==> config.mk <==
export PLATFORM = sky130hd
export DESIGN_NAME = inst_sequencer_flat
export DESIGN_NICKNAME = d
export VERILOG_FILES = /design/src/rtl/inst_sequencer_if.sv /design/src/rtl/inst_sequencer.sv /design/src/flat_wrapper.sv
export SDC_FILE = /design/constraint.sdc
export NUM_CORES = 1
export LEC_CHECK = 0
export BUFFER_PORTS_ARGS = -buffer_cell sky130_fd_sc_hd__buf_2
export CAP_MARGIN = 20
export CORE_UTILIZATION = 50
export CTS_CLUSTER_DIAMETER = 200
export DETAILED_ROUTE_END_ITERATION = 8
export HOLD_SLACK_MARGIN = 0.15
export PLACE_DENSITY = 0.85
export SKIP_CTS_REPAIR_TIMING = 1
export SYNTH_ARGS = -nofsm -noshare
export SYNTH_HDL_FRONTEND = slang
export SYNTH_SLANG_ARGS = --single-unit
==> constraint.sdc <==
create_clock -name i_clk -period 4.6 [get_ports i_clk]
set_clock_uncertainty 0.2 [all_clocks]
set_input_delay 0.23 -clock i_clk [delete_from_list [all_inputs] [get_ports i_clk]]
set_output_delay 0.23 -clock i_clk [all_outputs]
set_load 0.1 [all_outputs]
==> src/rtl/inst_sequencer_if.sv <==
// ---------------------------------------------------------------------------
// inst_sequencer_if
//   Groups the instruction words, bus handshake and status outputs of the
//   instruction-cycle sequencer.
//
//   Handshake: i_mem_rdy is sampled on every rising edge while the sequencer
//   sits in a memory state (IF1, IF2, IF3, PUSH2, POP2, RD, WR). A cycle with
//   i_mem_rdy=1 completes that access and the state advances. A cycle with
//   i_mem_rdy=0 holds the state and asserts o_wait. i_mem_rdy carries no
//   meaning in any other state.
//
//   Signals
//     i_ir1      : first instruction word (valid in IF1)
//     i_ir2      : second instruction word (valid in IF2)
//     i_mem_rdy  : bus ready, completes the current memory-state access
//     i_resume   : level, leaves HALT
//     o_state    : one-hot current state
//     o_state_id : binary current state id
//     o_wait     : memory state stalled on i_mem_rdy=0
//     o_halt     : in HALT
//     o_err      : in ERR (sticky until reset)
//
//   Modports
//     master : the side that drives the IR words and the bus ready
//     slave  : the sequencer
// ---------------------------------------------------------------------------
interface inst_sequencer_if #(
  parameter int DATA_W  = 16,
  parameter int STATE_W = 16
);
  logic [DATA_W-1:0]  i_ir1;
  logic [DATA_W-1:0]  i_ir2;
  logic               i_mem_rdy;
  logic               i_resume;
  logic [STATE_W-1:0] o_state;
  logic [3:0]         o_state_id;
  logic               o_wait;
  logic               o_halt;
  logic               o_err;

  modport master (
    output i_ir1, i_ir2, i_mem_rdy, i_resume,
    input  o_state, o_state_id, o_wait, o_halt, o_err
  );

  modport slave (
    input  i_ir1, i_ir2, i_mem_rdy, i_resume,
    output o_state, o_state_id, o_wait, o_halt, o_err
  );
endinterface

==> src/rtl/inst_sequencer.sv <==
// ---------------------------------------------------------------------------
// inst_sequencer
//   Instruction-cycle controller. Walks fetch / optional immediate fetch /
//   push / pop / execute / memory read-write micro-states, stalls on bus
//   wait-states, traps illegal opcodes and stuck buses into ERR, and parks
//   in HALT until i_resume.
//
//   Ports
//     i_clk : clock, rising edge
//     i_rst : synchronous active-high reset (state -> IF1, watchdog -> 0)
//     bus   : inst_sequencer_if.slave (IR words, ready/resume, status)
//
//   The datapath decodes o_state (one-hot, bit index = state id) to drive
//   its register enables; o_state_id is the same state in binary.
// ---------------------------------------------------------------------------
module inst_sequencer #(
  parameter int         DATA_W   = 16,
  parameter int         STATE_W  = 16,
  parameter logic [3:0] IMM_CODE = 4'h3,
  parameter int         TIMEOUT  = 256
) (
  input logic              i_clk,
  input logic              i_rst,
  inst_sequencer_if.slave  bus
);

  typedef enum logic [3:0] {
    S_IF1   = 4'd0,
    S_IF2   = 4'd1,
    S_IF3   = 4'd2,
    S_PUSH1 = 4'd3,
    S_PUSH2 = 4'd4,
    S_POP1  = 4'd5,
    S_POP2  = 4'd6,
    S_EXE   = 4'd7,
    S_RD    = 4'd8,
    S_WR    = 4'd9,
    S_HALT  = 4'd10,
    S_ERR   = 4'd11
  } state_t;

  // TIMEOUT=0 disables the watchdog; keep a 1-bit counter so the logic
  // still elaborates cleanly.
  localparam int CNT_W = (TIMEOUT > 0) ? $clog2(TIMEOUT + 1) : 1;
  localparam logic [CNT_W-1:0] CNT_LAST = (TIMEOUT > 0) ? CNT_W'(TIMEOUT - 1) : '0;

  state_t           r_state;
  state_t           w_next;
  logic [CNT_W-1:0] r_wd_cnt;
  logic [3:0]       r_op;
  logic [3:0]       w_op;
  logic             w_imm;
  logic             w_is_mem;
  logic             w_rdy;
  logic             w_timeout;
  logic             w_unused_bits;

  assign w_op  = bus.i_ir1[DATA_W-1 -: 4];
  assign w_rdy = bus.i_mem_rdy;
  assign w_imm = (bus.i_ir2[DATA_W-1 -: 4] == IMM_CODE) ||
                 (bus.i_ir2[DATA_W-5 -: 4] == IMM_CODE);
  assign w_unused_bits = ^{bus.i_ir1[DATA_W-5:0], bus.i_ir2[DATA_W-9:0]};

  always_comb begin
    w_is_mem = 1'b0;
    case (r_state)
      S_IF1, S_IF2, S_IF3, S_PUSH2, S_POP2, S_RD, S_WR: w_is_mem = 1'b1;
      default:                                          w_is_mem = 1'b0;
    endcase
  end

  // Stuck bus: the last allowed not-ready cycle traps; ready on that same
  // cycle still lets the access complete normally.
  assign w_timeout = (TIMEOUT != 0) && w_is_mem && !w_rdy && (r_wd_cnt == CNT_LAST);

  always_comb begin
    w_next = r_state;
    case (r_state)
      S_IF1: begin
        if (w_rdy) begin
          case (w_op)
            4'b1101:          w_next = S_PUSH1;
            4'b1100:          w_next = S_POP1;
            4'b1111:          w_next = S_HALT;
            4'b1010, 4'b1110: w_next = S_ERR;
            default:          w_next = S_IF2;
          endcase
        end
      end
      S_IF2:   if (w_rdy) w_next = w_imm ? S_IF3 : S_EXE;
      S_IF3:   if (w_rdy) w_next = S_EXE;
      // r_op is the opcode captured when IF1 completed, so i_ir1 only has
      // to be valid during IF1.
      S_EXE: begin
        case (r_op)
          4'b1000: w_next = S_RD;
          4'b1001: w_next = S_WR;
          4'b1011: w_next = S_PUSH1;
          default: w_next = S_IF1;
        endcase
      end
      S_PUSH1: w_next = S_PUSH2;
      S_PUSH2: if (w_rdy) w_next = S_IF1;
      S_POP1:  w_next = S_POP2;
      S_POP2:  if (w_rdy) w_next = S_IF1;
      S_RD:    if (w_rdy) w_next = S_IF1;
      S_WR:    if (w_rdy) w_next = S_IF1;
      S_HALT:  if (bus.i_resume) w_next = S_IF1;
      S_ERR:   w_next = S_ERR;
      default: w_next = S_ERR;
    endcase
    if (w_timeout) w_next = S_ERR;
  end

  always_ff @(posedge i_clk) begin
    if (i_rst) begin
      r_state  <= S_IF1;
      r_wd_cnt <= '0;
      r_op     <= 4'h0;
    end else begin
      r_state <= w_next;
      if (w_next != r_state) begin
        r_wd_cnt <= '0;
      end else if (w_is_mem && !w_rdy) begin
        r_wd_cnt <= r_wd_cnt + CNT_W'(1);
      end
      if ((r_state == S_IF1) && w_rdy) begin
        r_op <= w_op;
      end
    end
  end

  assign bus.o_state    = STATE_W'(1) << r_state;
  assign bus.o_state_id = r_state;
  assign bus.o_wait     = w_is_mem & ~w_rdy;
  assign bus.o_halt     = (r_state == S_HALT);
  assign bus.o_err      = (r_state == S_ERR);

endmodule

==> src/flat_wrapper.sv <==
// flat-port wrapper written by rule: the top's interface ports become plain ports
module inst_sequencer_flat 
#(
  parameter int         DATA_W   = 16,
  parameter int         STATE_W  = 16,
  parameter logic [3:0] IMM_CODE = 4'h3,
  parameter int         TIMEOUT  = 256
)
  (i_clk, i_rst, bus_i_ir1, bus_i_ir2, bus_i_mem_rdy, bus_i_resume, bus_o_state, bus_o_state_id, bus_o_wait, bus_o_halt, bus_o_err);
  inst_sequencer_if #(.DATA_W(DATA_W), .STATE_W(STATE_W)) bus_i ();
  input logic i_clk;
  input logic i_rst;
  input wire logic [$bits(bus_i.i_ir1)-1:0] bus_i_ir1;
  input wire logic [$bits(bus_i.i_ir2)-1:0] bus_i_ir2;
  input wire logic [$bits(bus_i.i_mem_rdy)-1:0] bus_i_mem_rdy;
  input wire logic [$bits(bus_i.i_resume)-1:0] bus_i_resume;
  output wire logic [$bits(bus_i.o_state)-1:0] bus_o_state;
  output wire logic [$bits(bus_i.o_state_id)-1:0] bus_o_state_id;
  output wire logic [$bits(bus_i.o_wait)-1:0] bus_o_wait;
  output wire logic [$bits(bus_i.o_halt)-1:0] bus_o_halt;
  output wire logic [$bits(bus_i.o_err)-1:0] bus_o_err;
  assign bus_i.i_ir1 = bus_i_ir1;
  assign bus_i.i_ir2 = bus_i_ir2;
  assign bus_i.i_mem_rdy = bus_i_mem_rdy;
  assign bus_i.i_resume = bus_i_resume;
  assign bus_o_state = bus_i.o_state;
  assign bus_o_state_id = bus_i.o_state_id;
  assign bus_o_wait = bus_i.o_wait;
  assign bus_o_halt = bus_i.o_halt;
  assign bus_o_err = bus_i.o_err;
  inst_sequencer #(.DATA_W(DATA_W), .STATE_W(STATE_W), .IMM_CODE(IMM_CODE), .TIMEOUT(TIMEOUT)) u_core (.i_clk(i_clk), .i_rst(i_rst), .bus(bus_i));
endmodule
==> results of run 1 <==
## final timing paths
| check | startpoint | to | slack, ns | cells past startpoint |
|---|---|---|---|---|
| hold reg to reg | u_core.r_op[0]$_SDFFE_PP0P_ | u_core.r_op[0]$_SDFFE_PP0P_ | 0.28 | 2 |
| hold / removal | bus_i_mem_rdy | u_core.r_op[2]$_SDFFE_PP0P_ | 0.19 | 3 |
| setup reg to reg | u_core.bus.o_state_id[2]$_SDFF_PP0_ | u_core.r_wd_cnt[4]$_SDFFE_PP0P_ | 1.97 | 6 |
| setup / recovery | u_core.bus.o_state_id[2]$_SDFF_PP0_ | u_core.r_wd_cnt[4]$_SDFFE_PP0P_ | 1.97 | 6 |
## synth_stat cells (all sizes together), types with 4 or more instances
library cell  number  area, um^2
nand2             14        52.6
nor2              23        88.8
nand2b             8        52.6
nor3               9        56.3
nand3             11        55.1
buf                9        57.6
inv                7        26.3
xor2               4        35.0
a21oi             15        86.3
or2                4        25.0
a21o               4        31.3
dfxtp             17         340
## metrics by stage
step | cells | hold WS, ns | setup slack, ns
floorplan | 166 | 0.177 | 1.12
global placement | 222 | 0.251 | 2.04
detailed placement | 222 | 0.255 | 1.96
CTS | 226 | 0.00459 | 1.96
global route | 231 | 0.205 | 1.74
finish | 231 | 0.190 | 1.97
## final cells by class
class                           instances  area share
Multi-Input combinational cell        132       0.558
Sequential cell                        17       0.225
Timing Repair Buffer                   43       0.159
Tap cell                               28      0.0232
Clock buffer                            4      0.0174
Inverter                                7      0.0174
## kinds of logic after synthesis
kind of cell	synth area share
AO/OA/AOI/OAI	0.201
adder cells (fa/ha/maj)	0.0197
XOR/XNOR	0.0483
AND/OR/NAND/NOR	0.368
flip-flops	0.268
multiplexers	0.0266
buffers and inverters	0.0690
## critical path: stages, from the launching register on
cell and delay [ns]:
dfxtp_1 0.77, or2_1 0.34, a21o_2 0.20, o211ai_2 0.12, nor3_4 0.17, mux2i_2 0.56
nor3_1 0.13
## routing by layer
metal,global-route usage,wire length (um),vias up
met5,0,0,-
met4,0.0614,19,0
met3,0.0377,176,4
met2,0.411,1510,54
met1,0.261,1230,596
li1,-,-,663
## state kept, by name, indices dropped and copies added, names as in the netlist
| register | cells |
|---|---|
| u_core.r_op | 4 |
| u_core.r_wd_cnt | 9 |
| u_core.bus.o_state_id | 4 |
## where the power goes
| part | switching (mW) | internal (mW) | total, mW |
|---|---|---|---|
| clock network | 0.0438 | 0.0336 | 0.0774 |
| registers | 0.0274 | 0.158 | 0.186 |
| logic | 0.214 | 0.0760 | 0.290 |
==> flow_summary.ini, run 1 <==
[placement]
port_buffers = 38
place_area_mm2 = 0.00143
dp_hpwl_mm = 2.20
gp_congestion = 0.915

[sta]
finalSetupTns_ns = 0
tightest_slew_ns = 0.680
report.final.slew_viol_count = 0
rsz0062_at_grt = no
relSlewSlack = 0.546
fin_crit_sh = 0.572
max_freq_mhz = 380
hold_violations = 0
setup_viol = 0
fin_crit_ns = 2.63

[cells_and_area]
n_antenna_cell = 0
seqCellArea_um2 = 340
final_area_mm2 = 0.00151
post-route-util = 0.657
drive_above_1_share = 0.266
final_cell_mix = 38 x buf_2, 22 x nor2_1, 17 x dfxtp_1, 14 x nand2_1, 14 x a21oi_1
final_common_cell = buf_2
fill_cells = 197
multiInputGateArea_um2 = 842
nNetsFinal = 242
area_growth_pct = 18.9

[global_route]
grt_max_degree = 23
grt_pass1_vias = 1144
grt_overflow = 0
grt_antenna_before_repair = 0
grt_usage = 0.223
grt_pass1_wl_mm = 4.70

[yosys]
synth_nets = 204
synth-seq-area-share = 0.268
synth_edf_count = 0
synth_flop_cell = dfxtp_1
syn-cell-area_mm2 = 0.00127
ys_types = 53
ys_ff_latch = 17
synthCells = 166
avgSynthCellArea_um2 = 7.65
synthArstFlopShare = 0
yosys_warnings = 0

[floorplanning]
initial_core_util = 0.553
dieArea_mm2 = 0.00275
pin_count = 59
fp-row-count = 17
dieWidth_um = 52.4
fp.dieH_um = 52.4
core_area_mm2 = 0.00230

[job]
maxCapViolCount = 0

[routing]
via_count = 1317
wl_per_cell_um = 12.7
final_antenna_net_count = 0
vias_per_cell = 5.70
first_pass_iters = 5
wl_mm = 2.94
drc = 0
drt_iter0_drc = 38

[power]
p_leak_nw = 0.661
powerDensity_mw_per_mm2 = 366
finalPower_mw = 0.553
max-vdd-ir-drop_uv = 271

[setup_path]
setup.worst_path.class = register to register
critPathCaptureType = register
cp_max_fo = 22
cp-start-kind = register
critPathArrivalTime_ns = 2.58
crit_required_ns = 4.55

[status]
status = complete, no violations

[clock_network]
clk_pin_slew_worst_paths_ns = 0.09
cts_tree = yes
htree_levels = 1
cts-root-buf = clkbuf_4
clock_latency_ns = 0.28
cts_buffers = 3
numClockSinks = 17
clk_path_buf_depth = 2

[worst_hold_path]
min-delay-path-class = input pin to register
(Power assumes the default switching activity.)
==> run 2, diff against run 1 <==
- CORE_UTILIZATION: 50 -> 46
- PLACE_DENSITY: 0.85 -> 0.79
- clock period: 4.6 -> 2.5 ns (I/O delays scaled with it)
==> flow_summary.ini, run 2 (synthesized netlist as in run 1, its figures left out) <==
[global_route]
grt_usage = 0.237
grt_overflow = 0
grt_pass1_wl_mm = 5.11
grt_max_degree = 23
grt_pass1_vias = 1151
grt_antenna_before_repair = 0

[sta]
relSlewSlack = 0.588
fin_crit_sh = 0.946
setup_viol = 0
tightest_slew_ns = 0.614
fin_crit_ns = 2.37
max_freq_mhz = 423
hold_violations = 0
report.final.slew_viol_count = 0
holdWs_ns = 0.179

[floorplanning]
dieWidth_um = 54.5
pin_count = 59
initial_core_util = 0.499
core_area_mm2 = 0.00254
fp-row-count = 18
fp.dieH_um = 54.5
dieArea_mm2 = 0.00298

[cells_and_area]
fill_cells = 211
drive_above_1_share = 0.414
nNetsFinal = 249
post-route-util = 0.660
final_cell_mix = 38 x buf_2, 15 x nor2_2, 14 x nand2_1, 13 x a21oi_1, 10 x nand3_1
final_common_cell = buf_2
largest_reg_flops = 9
final_area_mm2 = 0.00168
n_antenna_cell = 0
largest_register = u_core.r_wd_cnt
area_growth_pct = 32.3

[routing]
wl_mm = 3.36
first_pass_iters = 5
vias_per_cell = 5.67
wl_per_cell_um = 14.0
via_count = 1361
drt_iter0_drc = 58
drc = 0
final_antenna_net_count = 0

[placement]
port_buffers = 38
place_area_mm2 = 0.00153
dp_hpwl_mm = 2.40
gp_congestion = 0.899

[worst_hold_path]
min-delay-path-class = input pin to register
min_to = u_core.bus.o_state_id[3]$_SDFF_PP0_
hold_path_depth = 5
worstHoldStart = bus_i_resume

[clock_network]
cts_tree = yes
htree_levels = 1
clk_path_buf_depth = 2
clk_pin_slew_worst_paths_ns = 0.10
numClockSinks = 17
clock_latency_ns = 0.28
cts-root-buf = clkbuf_4
cts_buffers = 3

[power]
swShare = 0.519
p_leak_nw = 0.707
p_int_mw = 0.531
power_frac_seq = 0.317
finalPower_mw = 1.10
powerDensity_mw_per_mm2 = 657
p_switching_mw = 0.572
combPwrFrac = 0.551
pwr-share-clk = 0.132
max-vdd-ir-drop_uv = 367

[setup_path]
cp-start-kind = register
cp_max_fo = 5
crit_required_ns = 2.49
critPathArrivalTime_ns = 2.36
critPathCaptureType = register
r2r_slack_ns = 0.13
r2r_end = u_core.r_wd_cnt[8]$_SDFFE_PP0P_
setup.worst_path.class = register to register
r2r-start = u_core.r_wd_cnt[0]$_SDFFE_PP0P_
worst-r2r-cell-count = 10

[status]
status = complete, no violations

[job]
maxCapViolCount = 0
-- run 2: stage by stage --
step                TNS [ns]  worst slack [ns]  std cells
finish                     0             0.134        240
floorplan              -4.62            -0.527        166
CTS                  -0.0215           -0.0215        231
global route         -0.0132           -0.0132        240
global placement           0            0.0795        227
detailed placement         0            0.0125        227
-- run 2: final cells by class --
class                      instances  area [um^2]  area share
clock buffer                       3         22.5      0.0134
clock inverter                     1         5.00     0.00298
inverter                           7         26.3      0.0156
multi-input combinational        133          938       0.558
sequential                        17          358       0.213
tap                               30         37.5      0.0223
timing repair buffer              49          293       0.174
-- run 2: worst max path at each step --
| stage | from | end |
|---|---|---|
| 2_1_floorplan | u_core.bus.o_state_id[3]$_SDFF_PP0_ | u_core.r_wd_cnt[8]$_SDFFE_PP0P_ |
| 3_3_place_gp | u_core.r_wd_cnt[0]$_SDFFE_PP0P_ | u_core.r_wd_cnt[8]$_SDFFE_PP0P_ |
| 3_5_place_dp | u_core.r_wd_cnt[0]$_SDFFE_PP0P_ | u_core.r_wd_cnt[8]$_SDFFE_PP0P_ |
| 4_1_cts | u_core.r_wd_cnt[0]$_SDFFE_PP0P_ | u_core.r_wd_cnt[8]$_SDFFE_PP0P_ |
| 5_1_grt | u_core.r_wd_cnt[0]$_SDFFE_PP0P_ | u_core.r_wd_cnt[8]$_SDFFE_PP0P_ |
| 6_report | u_core.r_wd_cnt[0]$_SDFFE_PP0P_ | u_core.r_wd_cnt[8]$_SDFFE_PP0P_ |
-- run 2: worst max-delay path: stages (launching register included) --
cell,delay [ns]
dfxtp_2,0.36
ha_1,0.18
nand3_1,0.10
nor2_1,0.11
ha_2,0.20
nand2b_1,0.09
a21o_2,0.23
nand3_2,0.13
o21a_2,0.21
o221ai_4,0.16
a2111oi_2,0.29
-- run 2: routing by layer --
| metal | vias up | part of all wire | track usage | wire length [um] |
|---|---|---|---|---|
| met5 | - | 0 | 0 | 0 |
| met4 | 0 | 0.0095 | 0.0769 | 32 |
| met3 | 4 | 0.083 | 0.0361 | 280 |
| met2 | 70 | 0.48 | 0.402 | 1620 |
| met1 | 610 | 0.42 | 0.303 | 1430 |
| li1 | 677 | - | - | - |
-- run 2: power groups by stage --
stage | clock [mW] | combinational (mW) | sequential, mW
6_report | 0.146 | 0.608 | 0.349
3_3_place_gp | 0 | 0.560 | 0.351
4_1_cts | 0.151 | 0.570 | 0.347
2_1_floorplan | 0 | 0.452 | 0.388
3_5_place_dp | 0 | 0.569 | 0.354
5_1_grt | 0.159 | 0.644 | 0.357
==> run 3, diff against run 2 <==
- CORE_MARGIN: unset -> 10
==> flow_summary.ini, run 3 (synthesized netlist as in run 1, its figures left out) <==
[cells_and_area]
final_common_cell = buf_2
area_growth_pct = 34.2
largest_register = u_core.r_wd_cnt
fill_cells = 213
nNetsFinal = 251
final_cell_mix = 38 x buf_2, 15 x nor2_2, 14 x nand2_1, 13 x a21oi_1, 11 x nand3_1
largest_reg_flops = 9
drive_above_1_share = 0.410
n_antenna_cell = 0

[global_route]
grt_antenna_before_repair = 0
grt_usage = 0.124
grt_overflow = 0
grt_max_degree = 23
grt_pass1_wl_mm = 5.53
grt_pass1_vias = 1204

[sta]
tightest_slew_ns = 0.570
max_freq_mhz = 426
fin_crit_sh = 0.938
hold_violations = 0
setup_ws_ns = 0.154
setup_viol = 0
relSlewSlack = 0.617
finalSetupTns_ns = 0
fin_crit_ns = 2.35
report.final.slew_viol_count = 0

[routing]
drc = 0
drt_iter0_drc = 109
final_antenna_net_count = 0
vias_per_cell = 5.50
via_count = 1330
first_pass_iters = 4
wl_per_cell_um = 14.9
wl_mm = 3.61

[floorplanning]
dieWidth_um = 72.5
core_area_mm2 = 0.00254
dieArea_mm2 = 0.00526
fp.dieH_um = 72.5
fp-row-count = 18
pin_count = 59
initial_core_util = 0.499

[setup_path]
r2r_end = u_core.r_wd_cnt[2]$_SDFFE_PP0P_
worstPathCellList = ha_1 -> nand3_1 -> nor2_1 -> ha_1 -> nand2b_1 -> a21o_2 -> nand3_1 -> o21a_1 -> o221ai_4 -> buf_4 -> nor3_1
cp_max_fo = 4
critPathTopFamily = compound AO/OA/AOI/OAI gates
crit_required_ns = 2.48
critPathCaptureType = register
r2r_slack_ns = 0.15
slowest_stage = dfxtp_2
critPathArrivalTime_ns = 2.32
setup.worst_path.class = register to register
worst-r2r-cell-count = 11
cp_slowest_stage_delay_ns = 0.34
r2r-start = u_core.r_wd_cnt[0]$_SDFFE_PP0P_
timing.critical_path.buf_inv = 1
cp-start-kind = register

[power]
powerDensity_mw_per_mm2 = 657
p_leak_nw = 0.712
max-vdd-ir-drop_uv = 614

[clock_network]
numClockSinks = 17
clk_pin_slew_worst_paths_ns = 0.10
htree_levels = 1
cts-root-buf = clkbuf_4
clk_path_buf_depth = 2
cts_tree = yes
clock_latency_ns = 0.29
cts_buffers = 3

[worst_hold_path]
hold_path_depth = 5
min_to = u_core.bus.o_state_id[3]$_SDFF_PP0_
min-delay-path-class = input pin to register
worstHoldStart = bus_i_resume

[placement]
place_ws_ns = 0.0700
gp_congestion = 0.865
dp_hpwl_mm = 2.75
port_buffers = 38

[status]
status = complete, no violations

[job]
maxCapViolCount = 0
==> run 3: how the worst max path moves through the flow <==
stage	startpoint	to	slack [ns]	depth (start not counted)
6_report	u_core.r_wd_cnt[0]$_SDFFE_PP0P_	u_core.r_wd_cnt[2]$_SDFFE_PP0P_	0.15	11
5_1_grt	u_core.r_wd_cnt[4]$_SDFFE_PP0P_	u_core.r_wd_cnt[8]$_SDFFE_PP0P_	-0.02	10
4_1_cts	u_core.r_wd_cnt[0]$_SDFFE_PP0P_	u_core.r_wd_cnt[8]$_SDFFE_PP0P_	0.03	10
3_5_place_dp	u_core.r_wd_cnt[0]$_SDFFE_PP0P_	u_core.r_wd_cnt[8]$_SDFFE_PP0P_	0.07	10
3_3_place_gp	u_core.r_wd_cnt[0]$_SDFFE_PP0P_	u_core.r_wd_cnt[8]$_SDFFE_PP0P_	0.11	10
2_1_floorplan	u_core.bus.o_state_id[3]$_SDFF_PP0_	u_core.r_wd_cnt[8]$_SDFFE_PP0P_	-0.53	6
==> run 3: area by class of cell <==
type / instances / area [um^2] / share of cell area
Multi-Input combinational cell: 132 / 925 / 0.543
Sequential cell: 17 / 358 / 0.210
Timing Repair Buffer: 52 / 328 / 0.192
Tap cell: 30 / 37.5 / 0.0220
Inverter: 7 / 26.3 / 0.0154
Clock buffer: 3 / 22.5 / 0.0132
Clock inverter: 1 / 7.51 / 0.00441
==> run 3: worst min-delay path, delay by kind of cell <==
family          cells  cell delay (ns)
compound gates      2             0.21
buf+inv             1             0.12
simple gates        2             0.17
==> run 3: per-stage QoR <==
step,utilization,cells,hold slack (ns),total power [mW],area (um^2)
global route,0.670,242,0.184,1.18,1700
global placement,0.602,227,0.197,0.915,1530
detailed placement,0.602,227,0.203,0.930,1530
floorplan,-,166,0.0725,0.840,1340
finish,0.670,242,0.167,1.12,1700
CTS,0.614,231,-0.119,1.08,1560
==> run 3: report_power, final <==
group          internal [mW]  switching (mW)  leakage (nW)  total (mW)
Combinational          0.188           0.433         0.556       0.622
Clock                 0.0609          0.0872        0.0139       0.148
Sequential             0.295          0.0548         0.143       0.349
Total                  0.544           0.575         0.712        1.12
==> run 3: metal layers <==
layer / up-vias / wire length [um] / track usage / part of all wire
met5: - / 0 / 0 / 0
met4: 0 / 29 / 0.0338 / 0.0080
met3: 4 / 368 / 0.0585 / 0.10
met2: 45 / 1710 / 0.206 / 0.47
met1: 601 / 1500 / 0.139 / 0.42
li1: 680 / - / - / -
